File: src/rtl/par2ser_tx_if.sv
// Parallel-side bus of the serial frame transmitter: word handshake plus line and status outputs.
// The master side produces words; the slave side (the transmitter) drives the line.
interface par2ser_tx_if #(
  parameter int WIDTH = 8
);
  logic [WIDTH-1:0] data_in;
  logic             valid_in;
  logic             ready_out;
  logic             tx_out;
  logic             busy;
  logic             done;

  modport master (
    output data_in,
    output valid_in,
    input  ready_out,
    input  tx_out,
    input  busy,
    input  done
  );

  modport slave (
    input  data_in,
    input  valid_in,
    output ready_out,
    output tx_out,
    output busy,
    output done
  );
endinterface

File: src/rtl/par2ser_tx.sv
// Parallel-to-serial frame transmitter: start(0), data LSB-first, optional even parity, stop(1).
// Every line bit is held for DIV clocks; all outputs come straight from flops.
//
// state    | meaning
// ---------+---------------------------------------------------------------
// S_IDLE   | line high, ready for a word; first cycle after STOP pulses done
// S_START  | start bit (0)
// S_DATA   | data bit shift_q[0]; idx_q counts the bits already sent
// S_PARITY | even parity of the latched word (only when PARITY_EN != 0)
// S_STOP   | stop bit (1); last cycle returns to IDLE
module par2ser_tx #(
  parameter int WIDTH     = 8,
  parameter int DIV       = 4,
  parameter int PARITY_EN = 1
) (
  input  logic         C,
  input  logic         R,
  par2ser_tx_if.slave  bus
);

  localparam int DIV_W = (DIV > 1) ? $clog2(DIV) : 1;
  localparam int IDX_W = (WIDTH > 1) ? $clog2(WIDTH) : 1;

  typedef enum logic [2:0] {
    S_IDLE   = 3'd0,
    S_START  = 3'd1,
    S_DATA   = 3'd2,
    S_PARITY = 3'd3,
    S_STOP   = 3'd4
  } state_t;

  state_t           state_q, state_d;
  logic [DIV_W-1:0] div_q, div_d;
  logic [IDX_W-1:0] idx_q, idx_d;
  logic [WIDTH-1:0] shift_q, shift_d;
  logic             par_q, par_d;
  logic             tx_q, tx_d;
  logic             ready_q, ready_d;
  logic             busy_q, busy_d;
  logic             done_q, done_d;

  logic div_last;
  logic idx_last;
  logic accept;

  assign div_last = (div_q == DIV_W'(DIV - 1));
  assign idx_last = (idx_q == IDX_W'(WIDTH - 1));
  assign accept   = bus.valid_in & ready_q;

  always_comb begin
    state_d = state_q;
    div_d   = div_q;
    idx_d   = idx_q;
    shift_d = shift_q;
    par_d   = par_q;
    done_d  = 1'b0;

    case (state_q)
      S_IDLE: begin
        if (accept) begin
          shift_d = bus.data_in;
          par_d   = ^bus.data_in;
          div_d   = '0;
          idx_d   = '0;
          state_d = S_START;
        end
      end
      S_START: begin
        if (div_last) begin
          div_d   = '0;
          state_d = S_DATA;
        end else begin
          div_d = div_q + DIV_W'(1);
        end
      end
      S_DATA: begin
        if (div_last) begin
          div_d   = '0;
          shift_d = shift_q >> 1;
          if (idx_last) begin
            idx_d   = '0;
            state_d = (PARITY_EN != 0) ? S_PARITY : S_STOP;
          end else begin
            idx_d = idx_q + IDX_W'(1);
          end
        end else begin
          div_d = div_q + DIV_W'(1);
        end
      end
      S_PARITY: begin
        if (div_last) begin
          div_d   = '0;
          state_d = S_STOP;
        end else begin
          div_d = div_q + DIV_W'(1);
        end
      end
      S_STOP: begin
        if (div_last) begin
          div_d   = '0;
          done_d  = 1'b1;
          state_d = S_IDLE;
        end else begin
          div_d = div_q + DIV_W'(1);
        end
      end
      default: begin
        div_d   = '0;
        idx_d   = '0;
        state_d = S_IDLE;
      end
    endcase

    // Outputs are decoded from the next state so they line up with it in the same cycle.
    case (state_d)
      S_START:  tx_d = 1'b0;
      S_DATA:   tx_d = shift_d[0];
      S_PARITY: tx_d = par_d;
      default:  tx_d = 1'b1;
    endcase
    ready_d = (state_d == S_IDLE);
    busy_d  = (state_d != S_IDLE);
  end

  always_ff @(posedge C) begin
    if (R) begin
      state_q <= S_IDLE;
      div_q   <= '0;
      idx_q   <= '0;
      shift_q <= '0;
      par_q   <= 1'b0;
      tx_q    <= 1'b1;
      ready_q <= 1'b1;
      busy_q  <= 1'b0;
      done_q  <= 1'b0;
    end else begin
      state_q <= state_d;
      div_q   <= div_d;
      idx_q   <= idx_d;
      shift_q <= shift_d;
      par_q   <= par_d;
      tx_q    <= tx_d;
      ready_q <= ready_d;
      busy_q  <= busy_d;
      done_q  <= done_d;
    end
  end

  assign bus.tx_out    = tx_q;
  assign bus.ready_out = ready_q;
  assign bus.busy      = busy_q;
  assign bus.done      = done_q;

endmodule

File: src/flat_wrapper.sv
// flat-port wrapper written by rule: the top's interface ports become plain ports
module par2ser_tx_flat 
#(
  parameter int WIDTH     = 8,
  parameter int DIV       = 4,
  parameter int PARITY_EN = 1
)
  (C, R, bus_data_in, bus_valid_in, bus_ready_out, bus_tx_out, bus_busy, bus_done);
  par2ser_tx_if #(.WIDTH(WIDTH)) bus_i ();
  input  logic C;
  input  logic R;
  input wire logic [$bits(bus_i.data_in)-1:0] bus_data_in;
  input wire logic [$bits(bus_i.valid_in)-1:0] bus_valid_in;
  output wire logic [$bits(bus_i.ready_out)-1:0] bus_ready_out;
  output wire logic [$bits(bus_i.tx_out)-1:0] bus_tx_out;
  output wire logic [$bits(bus_i.busy)-1:0] bus_busy;
  output wire logic [$bits(bus_i.done)-1:0] bus_done;
  assign bus_i.data_in = bus_data_in;
  assign bus_i.valid_in = bus_valid_in;
  assign bus_ready_out = bus_i.ready_out;
  assign bus_tx_out = bus_i.tx_out;
  assign bus_busy = bus_i.busy;
  assign bus_done = bus_i.done;
  par2ser_tx #(.WIDTH(WIDTH), .DIV(DIV), .PARITY_EN(PARITY_EN)) u_core (.C(C), .R(R), .bus(bus_i));
endmodule
File: config.mk
export PLATFORM = sky130hd
export DESIGN_NAME = par2ser_tx_flat
export DESIGN_NICKNAME = d
export VERILOG_FILES = /design/src/rtl/par2ser_tx_if.sv /design/src/rtl/par2ser_tx.sv /design/src/flat_wrapper.sv
export SDC_FILE = /design/constraint.sdc
export NUM_CORES = 1
export LEC_CHECK = 0
export CAP_MARGIN = 10
export CELL_PAD_IN_SITES_DETAIL_PLACEMENT = 1
export CELL_PAD_IN_SITES_GLOBAL_PLACEMENT = 1
export CORE_MARGIN = 2
export CORE_UTILIZATION = 39
export CTS_CLUSTER_SIZE = 16
export DETAILED_ROUTE_END_ITERATION = 8
export PLACE_DENSITY_LB_ADDON = 0.1
export SYNTH_ARGS = -nofsm -noshare
export SYNTH_HDL_FRONTEND = slang
export SYNTH_SLANG_ARGS = --single-unit
File: constraint.sdc
create_clock -name C -period 2 [get_ports C]
set_input_delay 0.2 -clock C [delete_from_list [all_inputs] [get_ports C]]
set_output_delay 0.2 -clock C [all_outputs]
set_load 0.02 [all_outputs]
* After elaboration in Yosys (flattened, before gate mapping)
Cells that the tools add are included.
** Word-level totals
- Bits in registers :: 21
- Bits of input ports :: 11
- Word-level logic and storage cells :: 57
** Operators by class
- $add $sub $neg :: 2
- Eq/ne operators :: 11
- Multiplexer cells :: 21
- Bitwise operators :: 3
- Reductions and logical operators :: 10
** Operator list (number)
- 2-to-1 mux 3 bit :: 9
- 2-to-1 mux 8 bit :: 2
- one-hot mux 8 bit (2 select lines) :: 1
- one-hot mux 3 bit (5 select lines) :: 1
- == test 3 x 2 -> 1 bit, second input constant :: 4
- one-hot mux 3 bit (3 select lines) :: 1
- XOR reduction 8 bit :: 1
- == test 3 x 1 -> 1 bit, second input constant :: 2
- == test 3 bit, second input constant :: 2
- logical NOT 3 bit :: 2
- AND reduction 3 bit :: 2
- 2-to-1 mux 2 bit :: 2
- inequality test 2 x 1 -> 1 bit, second input constant :: 2
- one-hot mux 2 bit (2 select lines) :: 1
- OR reduction 4 bit :: 1
- adder 3 x 1 -> 3 bit, second input constant :: 1
- 2-to-1 mux 1 bit :: 3
- one-hot mux 1 bit (3 select lines) :: 1
- nonzero test 3 bit :: 1
- OR reduction 3 bit :: 1
- adder 2 x 1 -> 2 bit, second input constant :: 1
- == test 2 bit, second input constant :: 1
- inverter 1 bit :: 2
- nonzero test 2 bit :: 1
- other kinds (2) :: 2

* Longest topological paths before layout
- Depth after elaboration :: 6
- Gate-level depth with buffers :: 6
- Mapped depth without buffers :: 6

* Least setup slack after synthesis
OpenSTA, ideal clock, no wires.
- Kind :: reg-to-reg
- Start :: reg u_core.ready_q (netlist: u_core.bus.ready_out)
- End :: reg u_core.tx_q (netlist: u_core.bus.tx_out)
- Setup time :: 0.125 ns
- Data arrival time :: 1.346 ns
- Required time :: 1.875 ns
- Setup slack :: 0.529 ns
- Stages on the path, launching flop included :: 6
- Buffers on the path :: 1
- Period minus slack after synthesis :: 1.471 ns
- Path through :: dfxtp_1 > and2_1 > clkbuf_1 > a21oi_2 > a2111oi_2 > o21bai_1
** Between the ends
- Word-level cells in the longest chain between the ends :: 5
** Ends and longest elaborated chain
- start, declared :: RTL line par2ser_tx.sv:38 : logic ready_q, ready_d;
- start signal, assigned :: RTL line par2ser_tx.sv:143 : ready_q <= ready_d;
- AND 1 bit * :: RTL line par2ser_tx.sv:48 : assign accept = bus.valid_in & ready_q;
- 2-to-1 mux 3 bit :: RTL line par2ser_tx.sv:60 : if (accept) begin
- one-hot mux 3 bit (5 select lines) :: RTL line par2ser_tx.sv:58 : case (state_q)
- == test 3 x 2 -> 1 bit or == test 3 x 1 -> 1 bit (tied branches) :: RTL line par2ser_tx.sv:115 : case (state_d)
- one-hot mux 1 bit (3 select lines) * :: RTL line par2ser_tx.sv:115
- end signal, assigned :: RTL line par2ser_tx.sv:142 : tx_q <= tx_d;
- end, declared :: RTL line par2ser_tx.sv:37 : logic tx_q, tx_d;
Mark *: on every way between the ends. The rest lies on a longest branch, timed or not. The select of a mux whose other input is x is not followed.
A chain may end at the register's enable or synchronous reset.

* Worst setup path after layout
- Start :: reg u_core.state_q[0]
- End :: reg u_core.tx_q (netlist: u_core.bus.tx_out)
** Between the ends
- Word-level cells in the longest chain between the ends :: 5
** Ends and longest elaborated chain
- start, declared :: RTL line par2ser_tx.sv:32 : state_t state_q, state_d;
- start signal, assigned :: RTL line par2ser_tx.sv:137 : state_q <= state_d;
- 2-to-1 mux 3 bit :: RTL line par2ser_tx.sv:80 : if (idx_last) begin
- 2-to-1 mux 3 bit :: RTL line par2ser_tx.sv:77 : if (div_last) begin
- one-hot mux 3 bit (5 select lines) :: RTL line par2ser_tx.sv:58
- == test 3 x 2 -> 1 bit or == test 3 x 1 -> 1 bit (tied branches) :: RTL line par2ser_tx.sv:115
- one-hot mux 1 bit (3 select lines) * :: RTL line par2ser_tx.sv:115
Mark *: on every way between the ends. The rest lies on a longest branch, timed or not.

==> results.py <==
metrics = {
    "clock_network": {
        "clk_pin_slew_ps": 120,
        "numCtsBuffers": 3,
        "cts_sinks": 21,
        "cts_hold_buf": 0,
        "htreeDepth": 1,
        "cts_tree": "built",
        "cts.path.max_buffers": 2,
        "ctsResizeCount": 0,
        "clk_latency_ps": 300,
        "cts_setup_buffers": 0,
        "cts_root_buffer": "clkbuf_4",
    },
    "layout": {
        "drive_above_1_share": 0.0902,
        "final_area_um2": 1240,
        "diodes": 0,
        "finalNetCount": 148,
        "area_growth_pct": 19.7,
        "nFillCells": 304,
    },
    "synthesis": {
        "synth_seq_area_share": 0.404,
        "synth_cell_type_count": 38,
        "muxShareOfSynthArea": 0,
        "syn-num-nets": 133,
        "synth-seq-cells": 21,
        "netlist_area_um2": 1040,
        "synth_top_family_by_area": "compound AO/OA/AOI/OAI gates",
        "synthCells": 119,
        "yosysWarnings": 0,
        "yosys.area.top_type": "dfxtp_1",
        "synth_fa_ha_area_frac": 0.0361,
        "async_flop_share": 0,
        "synth_xor_area_frac": 0.0590,
        "synth_top_cell_area_share": 0.404,
        "yosys.area_share.simple": 0.221,
        "avgSynthCellArea_um2": 8.74,
        "yosys-top-cells-area": "dfxtp_1, a21oi_1, xnor2_1",
        "synthFlopType": "dfxtp_1",
        "synth-edff-count": 0,
        "synth_compound_area_frac": 0.237,
    },
    "power": {
        "p_sw_frac": 0.273,
        "cellLeakagePower_nw": 0.440,
        "switching_power_w": 0.000225,
        "p_per_area_nw_per_um2": 661,
        "power_w": 0.000823,
        "p_int_w": 0.000599,
        "pwr-share-clk": 0.248,
        "seqPwrFrac": 0.560,
        "power_frac_comb": 0.192,
        "irDropWorstVdd_v": 0.000485,
    },
    "timing": {
        "skew_ps": 6.76,
        "slew_headroom": 0.671,
        "rsz0062_at_grt": "no",
        "hold_viol_final": 0,
        "worst_pin_slew_ps": 492,
        "fin_crit_ps": 1770,
        "holdWs_ps": 471,
        "slew_violations": 0,
        "fin_crit_sh": 0.885,
        "max_freq_mhz": 565,
        "worst_slack_ps": 230,
        "setup-violations-final": 0,
        "tns_ps": 0,
    },
    "routing": {
        "dr.first_iter.drc_count": 33,
        "wl_per_cell_um": 14.6,
        "routed_wl_mm": 2.38,
        "dr.pass1.iters": 4,
        "ant_nets": 0,
        "viasPerCell": 5.74,
        "drc": 0,
        "via_count": 935,
    },
    "global_routing": {
        "grt_start_max_net_pins": 15,
        "grt_usage": 0.166,
        "grt_pass1_wl_mm": 4.12,
        "grt_pass1_vias": 928,
        "antenna_found_initial": 0,
        "grt-ovfl-total": 0,
    },
    "worst_setup_path": {
        "rrSetupSlack_ps": 230,
        "r2r_end": "u_core.bus.tx_out$_SDFF_PP1_",
        "critPathLaunchType": "flop",
        "timing.rr.start": "u_core.state_q[0]$_SDFF_PP0_",
        "critPathLaunch": "u_core.state_q[0]$_SDFF_PP0_",
        "critical_path_class": "flop to flop",
        "cp_data_required_time_ps": 2200,
        "endpoint_kind": "flop",
        "r2r_cells": 4,
        "crit_fanout": 14,
        "crit_arrival_ps": 1970,
    },
    "placed_design": {
        "routabilityCongestion": 0.743,
        "dp_hpwl_mm": 1.77,
        "io_buffers": 14,
        "dpl_worst_slack_ps": 223,
        "place_area_um2": 1220,
    },
    "run": {
        "cap_violations": 0,
    },
    "floorplan": {
        "row_count": 18,
        "die_area_um2": 3100,
        "start_util": 0.416,
        "dieHeight_um": 55.6,
        "io_pins": 15,
        "die_w_um": 55.6,
        "core_area_um2": 2500,
    },
    "hold_path": {
        "hold-path-cell-count": 2,
        "hold-path-endpoint": "u_core.shift_q[6]$_SDFFE_PP0P_",
        "hold_path.class": "flop to flop",
        "hp-start": "u_core.shift_q[6]$_SDFFE_PP0P_",
    },
    "run_status": {
        "status": "finished clean",
    },
}
==> through the flow <==
stage | std cells | util
after floorplan | 119 | -
after global placement | 159 | 0.487
after detailed placement | 159 | 0.487
after CTS | 163 | 0.498
after global routing | 163 | 0.498
final | 163 | 0.498
==> critical path: stages, from the launching register on <==
cell,delay (ps)
dfxtp_1,580
and4bb_1,390
a32o_1,280
a2111oi_2,320
o21bai_1,110
==> cells in the final DEF (no fill, tap or decap), drive strengths merged, types with 4 or more instances in the layout <==
master / n
xnor2: 7
a22oi: 7
clkbuf: 4
nand2: 14
clkdlybuf4s50: 14
buf: 5
nor2: 4
a21oi: 16
dfxtp: 21
==> state kept, by name, indices dropped and copies added (netlist names) <==
name,cells
u_core.shift_q,8
u_core.idx_q,3
u_core.state_q,3
u_core.div_q,2
u_core.bus.busy,1
u_core.bus.done,1
u_core.bus.ready_out,1
u_core.bus.tx_out,1
u_core.par_q,1
==> synth_stat cells, drive strengths merged, types with 2 or more instances <==
cell type and instances:
buf 2, a211oi 2, inv 2, or3 2, a22oi 7, o21bai 2
nand2 14, ha 3, o21ai 3, and2 2, a21oi 16, nor3 3
xnor2 7, nand4 3, dfxtp 21, nand3b 3, clkbuf 7, nor2 4
==> worst max path at each step <==
stage	endpoint	slack (ps)	depth (start not counted)
finish	u_core.bus.tx_out$_SDFF_PP1_	230	4
global route	u_core.bus.tx_out$_SDFF_PP1_	80	4
CTS	u_core.bus.tx_out$_SDFF_PP1_	220	4
detailed placement	u_core.bus.tx_out$_SDFF_PP1_	220	4
global placement	u_core.bus.tx_out$_SDFF_PP1_	280	4
floorplan	u_core.bus.tx_out$_SDFF_PP1_	530	5
==> area by class of cell <==
type	count	area, um^2	share of cell area
Multi-Input combinational cell	87	576	0.462
Sequential cell	21	420	0.338
Timing Repair Buffer	19	178	0.143
Tap cell	30	37.5	0.0302
Clock buffer	4	26.3	0.0211
Inverter	2	7.51	0.00603
==> power by group through the flow <==
stage                     Sequential, W  Clock, W  Combinational, W
final                          0.000461  0.000204          0.000158
after global routing           0.000464  0.000228          0.000176
after CTS                      0.000461  0.000219          0.000159
after detailed placement       0.000470         0          0.000159
after global placement         0.000469         0          0.000157
after floorplan                0.000470         0         0.0000994
==> kinds of logic (layout without fill, tap and decap cells) <==
logic type               Yosys count  in the layout
AO/OA/AOI/OAI                     37             37
XOR/XNOR                           7              7
adder cells (fa/ha/maj)            3              3
buffers and inverters             11             25
flip-flops                        21             21
AND/OR/NAND/NOR                   40             40
==> layer usage <==
metal / global-route usage / wire length, um
met1: 0.217 / 1120
met2: 0.276 / 1180
met3: 0.0209 / 58
met4: 0.0662 / 25
met5: 0 / 0
Note: power is estimated with default switching activity, not from simulation.
